## config.mk

```make
export PLATFORM = sky130hd
export DESIGN_NAME = sap_control_unit
export DESIGN_NICKNAME = d
export VERILOG_FILES = /design/src/rtl/sap_control_unit.sv
export SDC_FILE = /design/constraint.sdc
export NUM_CORES = 1
export LEC_CHECK = 0
export CAP_MARGIN = 40
export CORE_MARGIN = 4
export CORE_UTILIZATION = 40
export CTS_CLUSTER_SIZE = 20
export DETAILED_ROUTE_END_ITERATION = 7
export PLACE_DENSITY = 0.78
export RECOVER_POWER = 25
export SYNTH_ARGS = -nofsm -noshare
export SYNTH_HDL_FRONTEND = slang
export SYNTH_SLANG_ARGS = --single-unit
```

## constraint.sdc

```tcl
create_clock -name clk -period 1.7 [get_ports clk]
set_input_delay 0.255 -clock clk [delete_from_list [all_inputs] [get_ports clk]]
set_output_delay 0.255 -clock clk [all_outputs]
set_load 0.02 [all_outputs]
```

## src/rtl/sap_control_unit.sv

```systemverilog
// Microcode sequencer for the SAP-1.5 computer: steps T0..T4 per instruction and
// decodes (step, opcode, flags) into one-hot datapath controls; latches HALT on HLT.
module sap_control_unit #(
  parameter int                   OPCODE_W   = 4,
  parameter int                   STEP_W     = 3,
  parameter logic [OPCODE_W-1:0]  HLT_OPCODE = 4'hF
) (
  input  logic                clk,
  input  logic                reset,
  input  logic [OPCODE_W-1:0] opcode,
  input  logic                flag_zero,
  input  logic                flag_carry,
  output logic                pc_oe,
  output logic                pc_inc,
  output logic                pc_load,
  output logic                mar_load,
  output logic                ram_oe,
  output logic                ram_we,
  output logic                ir_load,
  output logic                ir_oe,
  output logic                a_load,
  output logic                a_oe,
  output logic                b_load,
  output logic                alu_oe,
  output logic                alu_sub,
  output logic                flags_load,
  output logic                out_load,
  output logic                halt,
  output logic [STEP_W-1:0]   step
);

  localparam logic [OPCODE_W-1:0] OP_LDA = OPCODE_W'(4'h1);
  localparam logic [OPCODE_W-1:0] OP_LDB = OPCODE_W'(4'h2);
  localparam logic [OPCODE_W-1:0] OP_ADD = OPCODE_W'(4'h3);
  localparam logic [OPCODE_W-1:0] OP_SUB = OPCODE_W'(4'h4);
  localparam logic [OPCODE_W-1:0] OP_STA = OPCODE_W'(4'h5);
  localparam logic [OPCODE_W-1:0] OP_LDI = OPCODE_W'(4'h6);
  localparam logic [OPCODE_W-1:0] OP_JMP = OPCODE_W'(4'h7);
  localparam logic [OPCODE_W-1:0] OP_JC  = OPCODE_W'(4'h8);
  localparam logic [OPCODE_W-1:0] OP_JZ  = OPCODE_W'(4'h9);
  localparam logic [OPCODE_W-1:0] OP_OUT = OPCODE_W'(4'hE);

  localparam logic [STEP_W-1:0] T0 = STEP_W'(0);
  localparam logic [STEP_W-1:0] T1 = STEP_W'(1);
  localparam logic [STEP_W-1:0] T2 = STEP_W'(2);
  localparam logic [STEP_W-1:0] T3 = STEP_W'(3);
  localparam logic [STEP_W-1:0] T4 = STEP_W'(4);

  logic [STEP_W-1:0] step_q, step_d;
  logic              halted_q, halted_d;

  // NOP and the undefined opcodes have no execute phase and finish after fetch.
  function automatic logic is_fetch_only(input logic [OPCODE_W-1:0] op);
    case (op)
      OP_LDA, OP_LDB, OP_ADD, OP_SUB, OP_STA,
      OP_LDI, OP_JMP, OP_JC, OP_JZ, OP_OUT, HLT_OPCODE: is_fetch_only = 1'b0;
      default:                                          is_fetch_only = 1'b1;
    endcase
  endfunction

  always_ff @(posedge clk or negedge reset) begin
    if (!reset) begin
      step_q   <= T0;
      halted_q <= 1'b0;
    end else begin
      step_q   <= step_d;
      halted_q <= halted_d;
    end
  end

  always_comb begin
    step_d   = T0;
    halted_d = halted_q;
    if (!halted_q) begin
      case (step_q)
        T0: step_d = T1;
        T1: step_d = is_fetch_only(opcode) ? T0 : T2;
        T2: begin
          case (opcode)
            OP_LDA, OP_LDB, OP_ADD, OP_SUB, OP_STA: step_d = T3;
            HLT_OPCODE:                             halted_d = 1'b1;
            default:                                step_d = T0;
          endcase
        end
        T3: step_d = (opcode == OP_ADD || opcode == OP_SUB) ? T4 : T0;
        default: step_d = T0;
      endcase
    end
  end

  always_comb begin
    pc_oe      = 1'b0;
    pc_inc     = 1'b0;
    pc_load    = 1'b0;
    mar_load   = 1'b0;
    ram_oe     = 1'b0;
    ram_we     = 1'b0;
    ir_load    = 1'b0;
    ir_oe      = 1'b0;
    a_load     = 1'b0;
    a_oe       = 1'b0;
    b_load     = 1'b0;
    alu_oe     = 1'b0;
    alu_sub    = 1'b0;
    flags_load = 1'b0;
    out_load   = 1'b0;
    halt       = reset & halted_q;
    step       = step_q;
    if (reset && !halted_q) begin
      case (step_q)
        T0: begin pc_oe = 1'b1; mar_load = 1'b1; end
        T1: begin ram_oe = 1'b1; ir_load = 1'b1; pc_inc = 1'b1; end
        T2: begin
          case (opcode)
            OP_LDA, OP_LDB, OP_ADD, OP_SUB, OP_STA: begin ir_oe = 1'b1; mar_load = 1'b1; end
            OP_LDI: begin ir_oe = 1'b1; a_load = 1'b1; end
            OP_JMP: begin ir_oe = 1'b1; pc_load = 1'b1; end
            OP_JC:  begin ir_oe = flag_carry; pc_load = flag_carry; end
            OP_JZ:  begin ir_oe = flag_zero;  pc_load = flag_zero;  end
            OP_OUT: begin a_oe = 1'b1; out_load = 1'b1; end
            default: ;
          endcase
        end
        T3: begin
          case (opcode)
            OP_LDA:         begin ram_oe = 1'b1; a_load = 1'b1; end
            OP_LDB, OP_ADD,
            OP_SUB:         begin ram_oe = 1'b1; b_load = 1'b1; end
            OP_STA:         begin a_oe = 1'b1; ram_we = 1'b1; end
            default: ;
          endcase
        end
        T4: begin
          if (opcode == OP_ADD || opcode == OP_SUB) begin
            alu_oe     = 1'b1;
            a_load     = 1'b1;
            flags_load = 1'b1;
            alu_sub    = (opcode == OP_SUB);
          end
        end
        default: ;
      endcase
    end
  end

endmodule

```

# --- Word-level counts from Yosys, hierarchy flattened ---
# Memories as Yosys holds them, arrays and structs flattened.
# Cells that the tools add are included.
op_classes:
  muxes: 47
  eq_ne: 15
  n_bitwise: 1
  reduce_logical: 8
op_table:
  columns: ["operator", "n"]
  rows:
  - ["$mux W1", 36]
  - ["$eq A4 B3 Y1 const B", 4]
  - ["$eq A4 B4 Y1 const B", 4]
  - ["$pmux W3 S4", 1]
  - ["$pmux W1 S3", 3]
  - ["$eq A4 B2 Y1 const B", 2]
  - ["$reduce_or A7 Y1", 1]
  - ["$eq A3 B2 Y1 const B", 2]
  - ["$mux W3", 2]
  - ["$pmux W1 S2", 3]
  - ["$reduce_or A5 Y1", 1]
  - ["$eq A4 B1 Y1 const B", 1]
  - ["$mux W2", 2]
  - ["$reduce_or A4 Y1", 1]
  - ["$eq A3 B1 Y1 const B", 1]
  - ["$eq A3 B3 Y1 const B", 1]
  - ["$logic_not A3 Y1", 1]
  - ["$reduce_or A3 Y1", 1]
  - ["$and A1 B1 Y1", 1]
  - ["$logic_and A1 B1 Y1", 1]
  - ["$logic_not A1 Y1", 1]
  - ["$logic_or A1 B1 Y1", 1]
word_totals:
  in_bits: 8
  romBits: 16
  elab_cells: 74
  n_memories: 1
  register_bits: 4
  out_inout_bits: 19
memory_table:
  columns: ["memory", "depth", "width", "rd", "rd_ports_with_merged_regs", "write_ports", "line", "rtl"]
  rows:
  - ["(no name shown)", 16, 1, 1, 0, 0, "54", "case (op)"]

# --- Longest topological paths before layout ---
# Gate-level depths: netlist of run 1.
logic_depth:
  ltp_word: 6
  mapped_depth: 5
  mapped_depth_nobuf: 3

# --- Worst setup path after synthesis of run 1 ---
# OpenSTA, ideal clock, no wires.
synth_path:
  kind: "register to output"
  start: "reg step_q[0] (netlist: step[0])"
  end: "out flags_load"
  path_stages_with_launch: 6
  n_path_buf: 2
  arrival_time_ns: 1.674
  slack_ns: -0.229
  path_cell_list: "dfrtp_1 > buf_2 > nor2_1 > nand3_1 > nor3_1 > buf_4"
synth_between:
  elab_chain_len: 3
synth_rtl:
  columns: ["item", "line", "rtl"]
  rows:
  - ["start: declaration", "49", "logic [STEP_W-1:0] step_q, step_d;"]
  - ["start signal: assignment", "66", "step_q <= step_d;"]
  - ["$eq A3 B3 Y1", null, null]
  - ["$mux W1 (2 in series)", null, null]
  - ["end: declaration", "26", "output logic flags_load,"]
# Every way passes these cells.

# --- Final worst setup path of run 1 ---
layout_path:
  start: "reg step_q[0] (netlist: step[0])"
  end: "out a_load"
layout_between:
  elab_chain_len: 3
  word_cells_on_any_way: 5
layout_rtl:
  columns: ["item", "line", "rtl"]
  rows:
  - ["$eq A3 B3 Y1 / $eq A3 B2 Y1 (equally long branches)", "110", "case (step_q)"]
  - ["$pmux W1 S3 *", "110", null]
  - ["$mux W1 *", "109", "if (reset && !halted_q) begin"]
  - ["end: declaration", "21", "output logic a_load,"]
# Mark *: on every way between the ends. The rest lies on a longest branch, timed or not.

==> flow_summary.yaml, run 1 <==
outcome:
  outcome: "complete, but fails checks"
  violations: "negative setup slack"
clock_tree:
  clockRootBuffer: "clkbuf_4"
  cts_tree: "yes"
  htreeDepth: 1
  insertion_delay_ns: 0.24
  path_clk_slew_ns: 0.04
  cts.sinks: 4
  postCtsHoldBufs: 0
  clock_path_buffers: 2
  cts_buffers: 3
floorplanning:
  row_count: 13
  io_pins: 27
  initial_core_util: 0.437
  coreArea_um2: 1350
  fp.dieArea_um2: 2150
  fp.dieH_um: 46.4
  die_w_um: 46.4
yosys:
  synthCells: 76
  yosys.area.top_type: "dfrtp_1"
  synth_most_common_cell: "nor3_1"
  syn-num-nets: 84
  syn_avg_cell_area_um2: 7.75
  synth_common_cells: "nor3_1 (7), a21oi_1 (6), nor2_1 (5)"
  seq_area_frac_synth: 0.170
  synth_enable_flop_cells: 0
  synth_top_flop_cell: "dfrtp_1"
  synth_cell_type_count: 37
  async_flop_share: 1.00
  ys_seq_elements: 4
  yosysWarningCount: 0
  netlist.area_leader.share: 0.170
  netlist_top_cells_area: "dfrtp_1 (17%), nor3_1 (5.9%), a21oi_1 (5.1%)"
  netlist_area_um2: 589
min_path:
  hold_class: "primary input to async pin"
worst_setup_path:
  crit_fanout: 7
  critPathKind: "register to output port"
  cp-end-kind: "output port"
  cpMaxStageDelayCell: "dfrtp_2"
  arrival_ns: 1.48
  startpoint: "step[0]"
  crit_chain: "buf_6, nor4bb_4, o211ai_1, a21oi_1, buf_4"
  max_stage_delay_ns: 0.45
  cp_data_required_time_ns: 1.44
  startpoint_type: "register"
  rr_worst_depth: 5
  r2r_start: "step[1]"
detailed_routing:
  initialDrtViolationCount: 7
  route.detailed.drc: 0
  vias: 774
  routed_wl_mm: 2.19
  post_drt_wl_per_cell_um: 15.8
  drt-pass1-iter-count: 4
  vias_per_cell: 5.57
  drtAntennaViolNets: 0
pwr:
  irDropWorstVdd_v: 0.000275
  p_per_area_nw_per_um2: 300
  p_leak_nw: 0.522
timing:
  finalHoldViolations: 0
  clock_skew_ns: 0.00266
  worst_pin_slew_ns: 0.361
  finalCritPeriodShare: 1.02
  fin_crit_ns: 1.73
  slew_violations: 0
  holdWs_ns: 0.142
  fmax_mhz: 577
  tns_ns: -0.0605
  rsz0062_at_grt: "yes"
  setup_slack_ns: -0.0332
  setup_viol: 2
  slew_headroom: 0.758
final_layout:
  area_delta_synth_final_pct: 82.8
  finalNetCount: 134
  stdcell_count: 139
  fillers: 99
  insertedDiodeCount: 0
  final_layout_size_suffix_gt1_frac: 0.565
grt:
  grt_util_all_layers: 0.220
  grt_overflow: 0
  grt_pass1_wl_mm: 3.37
  antenna_found_initial: 0
  grt_pass1_vias: 756
  grt_max_degree: 10
placed_design:
  gp_congestion: 0.832
  io_buffer_count: 26
  dp_hpwl_mm: 1.56
  place_ws_ns: -0.714
  dpl.cell_count: 132
job:
  maxCapViolCount: 0
-- layout by cell type (no fill, tap or decap), types with 2 or more instances in the layout --
| cell type | instances |
|---|---|
| dlygate4sd2_1 | 5 |
| dfrtp_1 | 2 |
| nor2_1 | 3 |
| nand3b_1 | 2 |
| o211ai_1 | 2 |
| clkbuf_2 | 2 |
| buf_2 | 6 |
| clkbuf_4 | 3 |
| nor3_1 | 3 |
| dfrtp_2 | 2 |
| nor4_1 | 2 |
| nor3b_2 | 2 |
| dlymetal6s2s_1 | 2 |
| nand2b_1 | 3 |
| buf_4 | 33 |
| nor3_2 | 4 |
| inv_1 | 2 |
| and3b_1 | 2 |
| clkdlybuf4s50_1 | 2 |
| and2_1 | 3 |
| a21oi_1 | 5 |
| buf_6 | 3 |
-- routing by layer --
metal	routed length [µm]	share of wire	global-route usage
met5	0	0	0
met4	46	0.021	0.0909
met3	107	0.049	0.0508
met2	1060	0.48	0.343
met1	975	0.44	0.286
-- final timing paths --
check	end	slack, ns
setup / recovery	a_load	-0.03
hold reg to reg	step[0]	0.65
min in group clk	halted_q	0.57
setup reg to reg	step[1]	0.24
max in group asynchronous	step[1]	1.32
hold / removal	step[2]	0.14
-- logic make-up (layout without fill, tap and decap cells) --
kind of cell,after synthesis,count (layout),synth area share
AOI/OAI and AO/OA,17,17,0.208
buffers and inverters,12,60,0.130
xor gates and xnor gates,1,1,0.0149
and+or+nand+nor,42,42,0.478
DFF,4,4,0.170
-- worst max-delay path, delay by kind of cell, from the launching register on --
kind | cells | cell delay, ns
AOI/OAI and AO/OA | 2 | 0.24
buffers and inverters | 2 | 0.29
DFF | 1 | 0.45
and+or+nand+nor | 1 | 0.25
-- final cells by class --
type | instances | area [µm²] | area share
multi-input cells | 60 | 508 | 0.472
well taps | 15 | 18.8 | 0.0174
repair buffers | 54 | 414 | 0.384
clock buffers | 3 | 22.5 | 0.0209
flip-flops and latches | 4 | 103 | 0.0952
inverters | 3 | 11.3 | 0.0105
-- what timing repair did --
item	in CTS	in global routing
setup buffers	2	2
pin swaps	4	4
gates resized for setup	87	22
setup endpoints to repair	18	13
-- power by group --
part	internal (mW)	total, mW	switching [mW]
sequential	0.0956	0.0956	0
combinational	0.0544	0.102	0.0478
clock	0.0795	0.126	0.0463
-- metrics by stage --
step,total power [mW],util,cell area [µm²]
5_1_grt,0.343,0.798,1080
3_3_place_gp,0.191,0.741,1000
4_1_cts,0.323,0.756,1020
2_1_floorplan,0.140,-,606
6_report,0.324,0.798,1080
3_5_place_dp,0.193,0.741,1000
-- state kept, by name, indices dropped and copies added (netlist names) --
register	flops
step	3
halted_q	1
No activity file was read; power rests on OpenSTA's default activity.
==> run 2, diff against run 1 <==
Settings changed: CAP_MARGIN 40 to 0.
==> results of run 2 <==
Same layout as run 1: the final DEF is identical, and so are final timing and power.
==> edit, RTL diff (settings of run 1) <==
The parameter `STEP_W` goes from 3 to 4.
--- a/src/rtl/sap_control_unit.sv
+++ b/src/rtl/sap_control_unit.sv
@@ -4,3 +4,3 @@
   parameter int                   OPCODE_W   = 4,
-  parameter int                   STEP_W     = 3,
+  parameter int                   STEP_W     = 4,
   parameter logic [OPCODE_W-1:0]  HLT_OPCODE = 4'hF
Interface: changed (resized step); port bits go from 27 to 28. The function was not compared with the original's and may differ.
==> edit against run 1 <==
The run still ends with setup timing left; global-route usage increased by 1.2 points; power rose by 0.62%; synthesized area up 1.9%; routed wire length is 3.6% higher; sequential cell count did not move; non-clock buffer count up 1; worst setup slack worse by 0.014 ns; final area is 1.7% higher; critical path type unchanged.
==> edit: results (changes against run 1) <==
Outcome -> finished with violations
Failing checks -> setup timing
Largest net degree at the start of global routing -> 11 (+1)
Syn Area/Cell -> 7.70 um^2 (-0.70%)
Synth Area in Compound Gates -> 20.4% (-0.39 points)
Unique masters post-synth -> 38 (+2.7%)
Vias per std cell -> 5.79 (+4.1%)
HPWL after DPL -> 1480 um (-5.1%)
DR WL/cell -> 16.1 um (+2.1%)
Antenna violations before repair -> 0 (unchanged)
Psw -> 96.7 uW (+2.8%)
Tot GR Track Use -> 23.1% (+1.2 points)
Critical-path maximum fanout -> 4 (-3)
Post-synthesis sequential area ratio -> 16.7% (-0.32 points)
Multi-input gates -> 61 (+1.7%)
Pre-CTS setup slack -> -0.714 ns (+0.000640 ns)
CTS root buffer -> clkbuf_4
Non-clk buf share -> 41.3% (+2.9 points)
Final weighted congestion in routability-driven placement -> 0.855 (+2.8%)
DR iter-0 viols -> 21 (+14)
Fill cells -> 97 (-2.0%)
Register Area -> 101 um^2 (-1.2%)
Routed WL -> 2270 um (+3.6%)
Met3 WL -> 136 um (+27%)
Vias in the first global route -> 759 (+0.40%)
Final setup skew -> 0.00188 ns (-0.000777 ns)
Critical path endpoint -> ir_oe
Pre-Repair DR Iteration Count -> 5 (+1)
Flop-to-flop setup slack -> 0.22 ns (-0.02 ns)
Sequential share of cell area -> 9.25% (-0.28 points)
Multi-input gate share of the layout cell area -> 44.6% (-2.5 points)
Syn_nets -> 86 (+2.4%)
Total negative slack -> -0.203 ns (-0.143 ns)
Util after Layout -> 81.2% (+1.4 points)
Lkg Pwr -> 0.505 nW (-3.3%)
DR WL met2 -> 1140 um (+7.1%)
Crit path from -> halted_q
Final setup viols -> 6 (+4)
Worst Slack Setup Final -> -0.0471 ns (-0.0140 ns)
Xor/xnor share of the synthesized area -> 1.46% (-0.028 points)
P_seq -> 95.7 uW (about the same)
Seq_cells -> 4 (unchanged)
P_int -> 229 uW (-0.26%)
Signal buffers -> 55 (+1.9%)
Global-route wire length before repair -> 3510 um (+4.3%)
Nets -> 136 (+1.5%)
IR drop worst, VDD -> 0.203 mV (-26%)
Clock network area share -> 2.05% (-0.036 points)
Placed Instances -> 133 (+0.76%)
edit: worst min path at each step:
stage / to / slack (ns) / cells past startpoint / from
after floorplan: halted_q / -0.04 / 0 / reset
after global placement: step[2] / 0.59 / 2 / reset
after detailed placement: step[2] / 0.60 / 2 / reset
after CTS: step[2] / 0.08 / 2 / reset
after global routing: step[2] / 0.12 / 2 / reset
final: step[2] / 0.10 / 2 / reset
edit: repair_timing:
item | CTS | global route
buffers inserted | 3 | 1
setup endpoints to repair | 17 | 11
gates resized for setup | 84 | 21
gates cloned | 1 | 0
pin swaps | 4 | 8
edit: worst max-delay path: stages, from the launching register on:
cell and delay (ns):
dfrtp_1 0.40, nor3b_2 0.19, buf_4 0.15, buf_12 0.10, nand2b_1 0.11, a21oi_2 0.16
buf_6 0.14
edit: routing by layer:
layer	GRT usage, %	up-vias
li1	-	383
met3	4.98	6
met4	12.2	0
met2	37.6	33
met1	28.6	395
met5	0	-
